===== src/rtl/fpu_op_sequencer_if.sv =====
`default_nettype none
// ============================================================================
// fpu_op_sequencer_if : host command/result handshake plus FPU register bus
// Revision: 1.0
// ============================================================================
interface fpu_op_sequencer_if;
    logic        cmd_valid;
    logic        cmd_ready;
    logic [3:0]  cmd_op;
    logic [31:0] cmd_a;
    logic [31:0] cmd_b;
    logic        res_valid;
    logic        res_ready;
    logic [31:0] res_data;
    logic        res_timeout;
    logic        done_irq;
    logic [5:0]  bus_address;
    logic [31:0] bus_wdata;
    logic [1:0]  bus_write_n;
    logic [1:0]  bus_read_n;
    logic [31:0] bus_rdata;
    logic        bus_data_ready;

    modport master (
        input  cmd_valid, cmd_op, cmd_a, cmd_b, res_ready, bus_rdata, bus_data_ready,
        output cmd_ready, res_valid, res_data, res_timeout, done_irq,
               bus_address, bus_wdata, bus_write_n, bus_read_n
    );

    modport slave (
        output cmd_valid, cmd_op, cmd_a, cmd_b, res_ready, bus_rdata, bus_data_ready,
        input  cmd_ready, res_valid, res_data, res_timeout, done_irq,
               bus_address, bus_wdata, bus_write_n, bus_read_n
    );
endinterface
`default_nettype wire


===== src/rtl/fpu_op_sequencer.sv =====
`default_nettype none
// ============================================================================
// fpu_op_sequencer : writes A/B/opcode to the FPU, polls busy, returns result
// Revision: 1.0
// ============================================================================
module fpu_op_sequencer #(
    parameter logic [5:0] ADDR_OPA    = 6'h00,
    parameter logic [5:0] ADDR_OPB    = 6'h04,
    parameter logic [5:0] ADDR_OP     = 6'h08,
    parameter logic [5:0] ADDR_STATUS = 6'h0C,
    parameter logic [5:0] ADDR_RESULT = 6'h10,
    parameter int         BUSY_BIT    = 0,
    parameter int         TIMEOUT_CYC = 1024
) (
    input logic                clk,
    input logic                rst,
    fpu_op_sequencer_if.master sif
);

    localparam logic [1:0]  c_STROBE_ON  = 2'b10;
    localparam logic [1:0]  c_STROBE_OFF = 2'b11;
    // Last counter value before expiry, so RESP is entered exactly TIMEOUT_CYC+1 cycles after WR_OP
    localparam logic [10:0] c_TO_LAST    = 11'(TIMEOUT_CYC - 1);

    typedef enum logic [2:0] {
        S_IDLE    = 3'd0,
        S_WR_A    = 3'd1,
        S_WR_B    = 3'd2,
        S_WR_OP   = 3'd3,
        S_RD_STAT = 3'd4,
        S_RD_RES  = 3'd5,
        S_RESP    = 3'd6
    } state_t;

    state_t      r_state;
    state_t      w_next;
    logic [3:0]  r_op;
    logic [31:0] r_a;
    logic [31:0] r_b;
    logic [10:0] r_cnt;
    logic [31:0] r_res_data;
    logic        r_res_timeout;
    logic        r_done_irq;
    logic        w_reading;
    logic        w_timeout;

    assign w_reading = (r_state == S_RD_STAT) || (r_state == S_RD_RES);
    assign w_timeout = w_reading && (r_cnt == c_TO_LAST);

    always_ff @(posedge clk) begin
        if (rst) begin
            r_state       <= S_IDLE;
            r_op          <= '0;
            r_a           <= '0;
            r_b           <= '0;
            r_cnt         <= '0;
            r_res_data    <= '0;
            r_res_timeout <= 1'b0;
            r_done_irq    <= 1'b0;
        end else begin
            r_state    <= w_next;
            r_done_irq <= (w_next == S_RESP) && (r_state != S_RESP);
            if (r_state == S_IDLE && sif.cmd_valid) begin
                r_op <= sif.cmd_op;
                r_a  <= sif.cmd_a;
                r_b  <= sif.cmd_b;
            end
            if (r_state == S_WR_OP) begin
                r_cnt <= '0;
            end else if (w_reading) begin
                r_cnt <= r_cnt + 11'd1;
            end
            // Timeout wins over a read completing in the same cycle
            if (w_timeout) begin
                r_res_data    <= '0;
                r_res_timeout <= 1'b1;
            end else if (r_state == S_RD_RES && sif.bus_data_ready) begin
                r_res_data    <= sif.bus_rdata;
                r_res_timeout <= 1'b0;
            end
        end
    end

    always_comb begin
        w_next          = r_state;
        sif.cmd_ready   = 1'b0;
        sif.bus_write_n = c_STROBE_OFF;
        sif.bus_read_n  = c_STROBE_OFF;
        sif.bus_address = '0;
        sif.bus_wdata   = '0;
        unique case (r_state)
            S_IDLE: begin
                sif.cmd_ready = 1'b1;
                if (sif.cmd_valid) w_next = S_WR_A;
            end
            S_WR_A: begin
                sif.bus_write_n = c_STROBE_ON;
                sif.bus_address = ADDR_OPA;
                sif.bus_wdata   = r_a;
                w_next          = S_WR_B;
            end
            S_WR_B: begin
                sif.bus_write_n = c_STROBE_ON;
                sif.bus_address = ADDR_OPB;
                sif.bus_wdata   = r_b;
                w_next          = S_WR_OP;
            end
            S_WR_OP: begin
                sif.bus_write_n = c_STROBE_ON;
                sif.bus_address = ADDR_OP;
                sif.bus_wdata   = {28'b0, r_op};
                w_next          = S_RD_STAT;
            end
            S_RD_STAT: begin
                sif.bus_read_n  = c_STROBE_ON;
                sif.bus_address = ADDR_STATUS;
                if (w_timeout) begin
                    w_next = S_RESP;
                end else if (sif.bus_data_ready && !sif.bus_rdata[BUSY_BIT]) begin
                    w_next = S_RD_RES;
                end
            end
            S_RD_RES: begin
                sif.bus_read_n  = c_STROBE_ON;
                sif.bus_address = ADDR_RESULT;
                if (w_timeout || sif.bus_data_ready) w_next = S_RESP;
            end
            S_RESP: begin
                if (sif.res_ready) w_next = S_IDLE;
            end
            default: w_next = S_IDLE;
        endcase
    end

    assign sif.res_valid   = (r_state == S_RESP);
    assign sif.res_data    = r_res_data;
    assign sif.res_timeout = r_res_timeout;
    assign sif.done_irq    = r_done_irq;

endmodule
`default_nettype wire


===== src/flat_wrapper.sv =====
// flat-port wrapper written by rule: the top's interface ports become plain ports
module fpu_op_sequencer_flat 
#(
    parameter logic [5:0] ADDR_OPA    = 6'h00,
    parameter logic [5:0] ADDR_OPB    = 6'h04,
    parameter logic [5:0] ADDR_OP     = 6'h08,
    parameter logic [5:0] ADDR_STATUS = 6'h0C,
    parameter logic [5:0] ADDR_RESULT = 6'h10,
    parameter int         BUSY_BIT    = 0,
    parameter int         TIMEOUT_CYC = 1024
)
  (clk, rst, sif_cmd_valid, sif_cmd_op, sif_cmd_a, sif_cmd_b, sif_res_ready, sif_bus_rdata, sif_bus_data_ready, sif_cmd_ready, sif_res_valid, sif_res_data, sif_res_timeout, sif_done_irq, sif_bus_address, sif_bus_wdata, sif_bus_write_n, sif_bus_read_n);
  fpu_op_sequencer_if sif_i ();
  input logic clk;
  input logic rst;
  input wire logic [$bits(sif_i.cmd_valid)-1:0] sif_cmd_valid;
  input wire logic [$bits(sif_i.cmd_op)-1:0] sif_cmd_op;
  input wire logic [$bits(sif_i.cmd_a)-1:0] sif_cmd_a;
  input wire logic [$bits(sif_i.cmd_b)-1:0] sif_cmd_b;
  input wire logic [$bits(sif_i.res_ready)-1:0] sif_res_ready;
  input wire logic [$bits(sif_i.bus_rdata)-1:0] sif_bus_rdata;
  input wire logic [$bits(sif_i.bus_data_ready)-1:0] sif_bus_data_ready;
  output wire logic [$bits(sif_i.cmd_ready)-1:0] sif_cmd_ready;
  output wire logic [$bits(sif_i.res_valid)-1:0] sif_res_valid;
  output wire logic [$bits(sif_i.res_data)-1:0] sif_res_data;
  output wire logic [$bits(sif_i.res_timeout)-1:0] sif_res_timeout;
  output wire logic [$bits(sif_i.done_irq)-1:0] sif_done_irq;
  output wire logic [$bits(sif_i.bus_address)-1:0] sif_bus_address;
  output wire logic [$bits(sif_i.bus_wdata)-1:0] sif_bus_wdata;
  output wire logic [$bits(sif_i.bus_write_n)-1:0] sif_bus_write_n;
  output wire logic [$bits(sif_i.bus_read_n)-1:0] sif_bus_read_n;
  assign sif_i.cmd_valid = sif_cmd_valid;
  assign sif_i.cmd_op = sif_cmd_op;
  assign sif_i.cmd_a = sif_cmd_a;
  assign sif_i.cmd_b = sif_cmd_b;
  assign sif_i.res_ready = sif_res_ready;
  assign sif_i.bus_rdata = sif_bus_rdata;
  assign sif_i.bus_data_ready = sif_bus_data_ready;
  assign sif_cmd_ready = sif_i.cmd_ready;
  assign sif_res_valid = sif_i.res_valid;
  assign sif_res_data = sif_i.res_data;
  assign sif_res_timeout = sif_i.res_timeout;
  assign sif_done_irq = sif_i.done_irq;
  assign sif_bus_address = sif_i.bus_address;
  assign sif_bus_wdata = sif_i.bus_wdata;
  assign sif_bus_write_n = sif_i.bus_write_n;
  assign sif_bus_read_n = sif_i.bus_read_n;
  fpu_op_sequencer #(.ADDR_OPA(ADDR_OPA), .ADDR_OPB(ADDR_OPB), .ADDR_OP(ADDR_OP), .ADDR_STATUS(ADDR_STATUS), .ADDR_RESULT(ADDR_RESULT), .BUSY_BIT(BUSY_BIT), .TIMEOUT_CYC(TIMEOUT_CYC)) u_core (.clk(clk), .rst(rst), .sif(sif_i));
endmodule

===== config.mk =====
export PLATFORM = sky130hd
export DESIGN_NAME = fpu_op_sequencer_flat
export DESIGN_NICKNAME = d
export VERILOG_FILES = /design/src/rtl/fpu_op_sequencer_if.sv /design/src/rtl/fpu_op_sequencer.sv /design/src/flat_wrapper.sv
export SDC_FILE = /design/constraint.sdc
export NUM_CORES = 1
export LEC_CHECK = 0
export BUFFER_PORTS_ARGS = -buffer_cell sky130_fd_sc_hd__buf_2
export CAP_MARGIN = 10
export CORE_ASPECT_RATIO = 0.9
export CORE_MARGIN = 5
export CORE_UTILIZATION = 29
export DETAILED_ROUTE_END_ITERATION = 7
export GPL_TIMING_DRIVEN = 0
export PLACE_DENSITY = 0.53
export SETUP_SLACK_MARGIN = 0.4
export SLEW_MARGIN = 10
export SYNTH_ARGS = -nofsm -noshare
export SYNTH_HDL_FRONTEND = slang
export SYNTH_SLANG_ARGS = --single-unit

===== constraint.sdc =====
create_clock -name clk -period 2.9 [get_ports clk]
set_input_delay 0.29 -clock clk [delete_from_list [all_inputs] [get_ports clk]]
set_output_delay 0.29 -clock clk [all_outputs]
set_load 0.03 [all_outputs]

==> results of run 1 <==
-- registers in the layout (all words and copies together), names as in the netlist --
signal                  cells
u_core.r_a                 32
u_core.r_b                 32
u_core.r_cnt               11
u_core.r_op                 4
u_core.r_state              3
u_core.sif.done_irq         1
u_core.sif.res_data        32
u_core.sif.res_timeout      1
-- report_power, final --
group	internal (mW)	total, mW	switching, mW
Combinational	0.203	0.543	0.339
Sequential	1.67	1.71	0.0407
Clock	1.42	2.14	0.724
-- critical path: cells and delay by family (launching register included) --
kind | cells | cell delay, ns
flip-flops | 1 | 0.30
buffers and inverters | 5 | 0.86
AND/OR/NAND/NOR | 2 | 0.32
AO/OA/AOI/OAI | 1 | 0.18
-- final timing paths --
kind | from | end | cells after the start
worst max-delay path | u_core.r_state[0] | sif_bus_wdata[13] | 8
worst min-delay path | sif_cmd_a[29] | u_core.r_a[29] | 3
worst max register to register | u_core.r_cnt[0] | u_core.sif.res_data[11] | 7
worst min register to register | u_core.sif.res_data[7] | u_core.sif.res_data[7] | 2
-- layer usage --
metal / track usage (%) / share of wire [%] / wire length [um]
met1: 19.5 / 46 / 6870
met2: 24.5 / 45 / 6690
met3: 5.82 / 8.5 / 1270
met4: 5.76 / 0.31 / 46
met5: 0 / 0.15 / 23
-- logic make-up after synthesis --
group,Yosys count,share of synthesized area (%)
mux,4,0.956
fa+ha+maj,1,0.265
xor+xnor,8,1.49
buf+inv,54,6.29
compound gates,149,18.6
simple gates,255,22.9
flops,116,49.3
other cells,2,0.159
-- final cells by class --
type | count | area share [%]
clock inverter | 8 | 1.90
sequential | 116 | 35.7
timing repair buffer | 179 | 13.9
clock buffer | 24 | 7.40
buffer | 51 | 4.50
antenna | 1 | 0.0384
inverter | 3 | 0.211
tap | 207 | 3.98
multi-input combinational | 422 | 32.4
-- layout by cell type (no fill, tap or decap), types with 2 or more instances in the layout --
| cell | instances |
|---|---|
| nand2_1 | 210 |
| buf_2 | 192 |
| dfxtp_1 | 116 |
| a21oi_1 | 107 |
| a22o_1 | 28 |
| clkbuf_1 | 18 |
| clkbuf_16 | 17 |
| buf_4 | 14 |
| nor2_1 | 14 |
| o21ai_0 | 5 |
| xnor2_1 | 5 |
| conb_1 | 5 |
| buf_6 | 4 |
| mux2_2 | 4 |
| a22oi_1 | 4 |
| clkbuf_4 | 3 |
| nand2b_1 | 3 |
| nor4_2 | 3 |
| nor3_1 | 3 |
| nand3_1 | 3 |
| or3_1 | 3 |
| xor2_1 | 3 |
| clkbuf_8 | 3 |
| bufinv_16 | 3 |
| nor2b_1 | 2 |
| inv_1 | 2 |
| o21bai_1 | 2 |
| buf_1 | 2 |
| nand4_1 | 2 |
| clkinv_2 | 2 |
| clkinvlp_4 | 2 |
-- per-stage QoR --
stage / cell area, um2 / util [%] / setup WS, ns
6_report: 6510 / 40.6 / 0.535
5_1_grt: 6510 / 40.6 / 0.383
4_1_cts: 6480 / 40.5 / 0.436
3_5_place_dp: 5870 / 36.6 / 0.736
3_3_place_gp: 5870 / 36.6 / 0.752
2_1_floorplan: 4720 / - / 1.14
-- cells in the mapped netlist (2+ instances only) --
library cell	instances
o21ai_0	5
a22o_1	28
buf_2	19
o21bai_1	2
a22oi_1	4
mux2_2	4
nand2_1	210
nand4_1	2
clkbuf_1	15
or3_1	3
nand3_1	3
buf_1	2
xnor2_1	5
conb_1	2
nand2b_1	3
nor4_2	3
buf_4	12
dfxtp_1	116
buf_6	3
nor2b_1	2
inv_1	2
nor2_1	14
a21oi_1	107
xor2_1	3
nor3_1	3
-- timing repair --
action | 4_1_cts | 5_1_grt
hold buffers | 0 | 0
buffers inserted | 0 | 2
resized for setup | 2 | 6
endpoints found under the setup margin | 20 | 23
pin swaps | 0 | 0
==> summary.md, run 1 <==
| Metric | Value |
|---|---|
| Min-Delay Path Class | in2reg |
| Final Max Tran Viols | 0 |
| Tcrit/Tclk final | 81.5% |
| Pleak | 2.86 nW |
| Pwr Total | 4.40 mW |
| Final wirelength | 14900 um |
| Share of post-route cells with drive strength above 1 | 31.8% |
| Initial Utilization | 29.4% |
| Slowest-stage cell, CP | dfxtp_1 |
| Die area | 18900 um2 |
| First-pass iteration count of the detailed router | 4 |
| Max Freq | 423 MHz |
| Pwr dens | 676 nW/um2 |
| Fill cells | 1728 |
| Die width | 144 um |
| Share of the synthesized area in the top cell type | 49.3% |
| CP Cell Sequence | buf_4 -> nor2b_1 -> clkbuf_4 -> nor2b_1 -> buf_6 -> buf_6 -> a22o_1 -> clkbuf_4 |
| Clock tree root driver cell | clkbuf_16 |
| Clk_lat worst skew | 0.41 ns |
| Max transition margin | 63.2% |
| CTS Buf Count | 17 |
| Crit path arrival time | 2.07 ns |
| Area contributors post-synth | dfxtp_1, nand2_1, a21oi_1 |
| Area Overhead vs Synth | 38.2% |
| Required time of the worst setup path | 2.61 ns |
| Initial antenna violation count | 3 |
| Clock H-tree levels | 4 |
| Gpl congestion | 0.787 |
| Vias | 4563 |
| Clk buf depth | 2 |
| Cell Count, Final, Fillers Out | 1011 |
| Total grt overflow | 0 |
| Post-synth top area cell | dfxtp_1 |
| Clock sink count | 116 |
| DR iter-0 viols | 186 |
| EDFF count, synth | 0 |
| Number of hold violations in the final report | 0 |
| Multi-input gate area | 2110 um2 |
| Clock Skew | 0.0167 ns |
| Hold slack | 0.116 ns |
| Placed cells | 976 |
| First-pass GRT wire length | 22700 um |
| CP Launch Type | flip-flop |
| Drt drc | 0 |
| # nets final | 896 |
| Syn Inst Count | 589 |
| Status | finished, final reports clean |
| IO buf count | 177 |
| Worst Tran Pin Value | 0.552 ns |
| Critical path class | reg2out |
| Core area | 16000 um2 |
| Distinct cells, synth | 42 |
| Avg WL per Cell | 14.7 um |
| Fin crit period | 2.36 ns |
| Largest net degree at the start of global routing | 17 |
| Clk slew on worst S/H paths | 0.05 ns |
| R2r setup slk | 1.05 ns |
| Hpwl dp | 11100 um |
| Max-Cap Viols | 0 |
| Post-Syn Area | 4710 um2 |
| Post-synthesis sequential area ratio | 49.3% |
| Site row count | 44 |
| Max incr delay on CP | 0.30 ns |
| DR vias/cell | 4.51 |
| # setup viols final | 0 |
| Synthesis-stage register bit count | 116 |
| GRT Total Usage | 15.5% |
| Register area | 2320 um2 |
| Die H | 131 um |
| Max IR drop VDD | 0.387 mV |
| Vias in the first global route | 4561 |
| TritonCTS clock tree | built |
| RSZ-0062 raised after global routing | true |
| CP Capture Type | output port |
| Sum Neg Setup Slack | 0 ns |
| Asr flop ratio synth | 0% |
| Ys flop type | dfxtp_1 |
| Syn_area_per_cell | 8.00 um2 |
| I/O pin count | 183 |
| Max FO, Critical Path | 10 |
| Synth warn | 0 |
| Final ANT Viol Nets | 0 |
No activity file was read; power rests on OpenSTA's default activity.
==> run 2: changes to the inputs <==
ABC_AREA = 1   (was default)
PLACE_DENSITY = 0.55   (was 0.53)
clock period = 1.95 ns   (was 2.9 ns; I/O delays follow)
==> run 2 against run 1 <==
  * Clock skew shrank 0.0093 ns
  * Sequential power grew 55%
  * Area after synthesis grew 4.0%
  * Synthesized cell count grew 4.1%
  * Design area grew 16%
  * Global-route usage grew 0.40 points
  * First-iteration DRC count shrank 9.1%
  * Highest routed layer is now met4
  * Worst hold slack lost 0.070 ns
  * Non-clock buffer count grew 17
  * Count of clock-buffer cells in the layout grew 2
  * Critical path depth shrank 2
  * Largest power group unchanged
==> summary.md, run 2 <==
| Metric | Value |
|---|---|
| CTS Buf Count | 17 (unchanged) |
| Hpwl dp | 11300 um (+1.9%) |
| Max Freq | 561 MHz |
| Distinct cells, synth | 35 (-17%) |
| GR Util met1 | 21.6% (+2.1 points) |
| GRT Total Usage | 15.9% (+0.40 points) |
| Drt drc | 0 (unchanged) |
| Die area | 19600 um2 (+3.7%) |
| Tcrit/Tclk final | 91.4% |
| Clk_lat worst skew | 0.41 ns (about the same) |
| Pwr dens | 956 nW/um2 (+42%) |
| Hold-fix buffers, CTS | 0 (unchanged) |
| Placed cells | 1002 (+2.7%) |
| Site row count | 45 (+2.3%) |
| Routing usage on met2 | 23.8% (-0.71 points) |
| Status | finished, final reports clean |
| Net Sw Frac | 29.9% (+4.8 points) |
| Part of the power in registers | 36.7% (-2.3 points) |
| Number of hold violations in the final report | 0 (unchanged) |
| CP Capture Type | output port |
| Die width | 147 um (+1.8%) |
| Count leader, synth | dfxtp_1 |
| Synthesis-stage register bit count | 116 (unchanged) |
| Most common cell after layout, fill and taps aside | buf_2 |
| Max transition margin | 58.0% (-5.2 points) |
| Gpl congestion | 0.793 (+0.77%) |
| Max FO, Critical Path | 6 (-4) |
| Max-Cap Viols | 0 (unchanged) |
| Area Overhead vs Synth | 54.5% |
| First-pass GRT wire length | 24800 um (+8.9%) |
| Crit path arrival time | 1.59 ns (-0.48 ns) |
| GR Util met3 | 4.86% (-0.96 points) |
| TritonCTS clock tree | built |
| Clock Power Share | 39.0% (-9.7 points) |
| Total grt overflow | 0 (unchanged) |
| Core area | 16700 um2 (+4.4%) |
| Final Max Tran Viols | 0 (unchanged) |
| Final ANT Viol Nets | 0 (unchanged) |
| CP Launch Type | flip-flop |
| Switching power | 2.16 mW (+96%) |
| Post-synthesis sequential area ratio | 47.4% (-1.9 points) |
| DR vias/cell | 4.60 (+1.9%) |
| Initial antenna violation count | 1 (-2) |
| Grt peak-use layer | met2 |
| Post-route setup slack | 0.167 ns (-0.368 ns) |
| Commonest cells post-synth | dfxtp_1, a21oi_1, inv_1, nand2_1, o21ai_0 |
| # setup viols final | 0 (unchanged) |
| Avg WL per Cell | 15.2 um (+3.0%) |
| Initial Utilization | 29.3% (-0.10 points) |
| First-pass iteration count of the detailed router | 4 (unchanged) |
| Combinational power share | 24.4% (+12 points) |
| Vias in the first global route | 4821 (+5.7%) |
| Pleak | 3.23 nW (+13%) |
| Post-route core utilization | 45.3% (+4.6 points) |
| Largest net degree at the start of global routing | 17 (unchanged) |
| Area contributors post-synth | dfxtp_1, a21oi_1, o21ai_0 |
| Ys flop type | dfxtp_1 |
| DR iter-0 viols | 169 (-9.1%) |
| Synth warn | 0 (unchanged) |
| Syn Inst Count | 613 (+4.1%) |
| Clock tree root driver cell | clkbuf_16 |
| Worst Tran Pin Value | 0.630 ns (+0.0779 ns) |
| Clk buf depth | 2 (unchanged) |
| Most frequent cells in the layout | buf_2, dfxtp_1, a21oi_1, inv_1, nand2_1 |
| Clk slew on worst S/H paths | 0.05 ns (about the same) |
| Clock H-tree levels | 4 (unchanged) |
| EDFF count, synth | 0 (unchanged) |
| P_int | 5.08 mW (+54%) |
| Clock Skew | 0.00743 ns (-0.00926 ns) |
| Die H | 133 um (+1.8%) |
| Sum Neg Setup Slack | 0 ns (unchanged) |
| Syn_area_per_cell | 8.00 um2 (about the same) |
| Clock sink count | 116 (unchanged) |
| Max IR drop VDD | 0.595 mV (+54%) |
| Critical path class | reg2out |
| Fill cells | 1713 (-0.87%) |
| RSZ-0062 raised after global routing | true |
| Post-synth top area cell | dfxtp_1 |
| Share of post-route cells with drive strength above 1 | 41.8% (+10 points) |
| Min-Delay Path Class | in2reg |
| I/O pin count | 183 (unchanged) |
| Setup WS pre-CTS | 0.129 ns (-0.607 ns) |
| # nets final | 942 (+5.1%) |
| Post-Syn Area | 4900 um2 (+4.0%) |
| Asr flop ratio synth | 0% (unchanged) |
| IO buf count | 175 (-1.1%) |
| Vias | 4871 (+6.7%) |
| Required time of the worst setup path | 1.75 ns (-0.86 ns) |
| Share of the synthesized area in the top cell type | 47.4% (-1.9 points) |
| Final wirelength | 16100 um (+7.9%) |
| Fin crit period | 1.78 ns |
| Cell Count, Final, Fillers Out | 1059 (+4.7%) |
==> run 2: layer usage <==
metal,up-vias,part of all wire [%]
met5,-,0
met2,125,44
met1,2250,48
met3,18,5.1
li1,2478,-
met4,0,2.1
==> run 2: final cells by class <==
cell class | count | area [um2] | share of cell area [%]
timing repair buffer | 201 | 1340 | 17.7
tap | 211 | 264 | 3.49
sequential | 116 | 2330 | 30.8
clock buffer | 26 | 509 | 6.73
inverter | 88 | 345 | 4.56
antenna | 1 | 2.50 | 0.0331
clock inverter | 4 | 22.5 | 0.297
buffer | 46 | 442 | 5.83
multi-input combinational | 366 | 2310 | 30.5
==> run 2: final timing paths <==
check | end | cells past startpoint | slack (ns) | from
max | sif_bus_wdata[23] | 6 | 0.17 | u_core.r_state[2]
min | u_core.sif.res_data[18] | 3 | 0.05 | sif_bus_rdata[18]
max reg2reg | u_core.r_b[30] | 9 | 0.35 | u_core.r_state[1]
min reg2reg | u_core.r_a[10] | 2 | 0.45 | u_core.r_a[10]
==> run 2: what timing repair did <==
item | in CTS | in global routing
gates cloned | 1 | 1
gates resized for setup | 96 | 143
buffers inserted | 7 | 17
setup endpoints to repair | 60 | 121
pin swaps | 2 | 5
==> run 2: power by group through the flow <==
| stage | sequential, mW | clock [mW] | combinational [mW] |
|---|---|---|---|
| floorplan | 2.68 | 0 | 0.841 |
| global placement | 2.68 | 0 | 1.26 |
| detailed placement | 2.69 | 0 | 1.26 |
| CTS | 2.65 | 2.89 | 1.48 |
| global route | 2.67 | 3.00 | 1.90 |
| finish | 2.65 | 2.82 | 1.76 |
==> run 2: kinds of logic after synthesis <==
logic type / count (synthesis) / share of synthesized area (%)
other cells: 2 / 0.153
simple gates: 145 / 14.3
compound gates: 215 / 24.5
fa+ha+maj: 1 / 0.255
flops: 116 / 47.4
buf+inv: 134 / 13.4
==> run 2: per-stage QoR <==
step                      total power [mW]  instance area, um2  hold slack (ns)
after floorplan                       3.52                4910            0.338
after global placement                3.94                6050            0.438
after detailed placement              3.95                6050            0.445
after CTS                             7.02                7020           0.0309
after global routing                  7.58                7570           0.0309
final                                 7.24                7570           0.0459
==> run 2: critical path: stages (launching register included) <==
cell and delay [ns]:
dfxtp_4 0.36, inv_6 0.08, nand3_4 0.12, buf_8 0.17, clkbuf_16 0.17, o22ai_4 0.12
buf_6 0.15
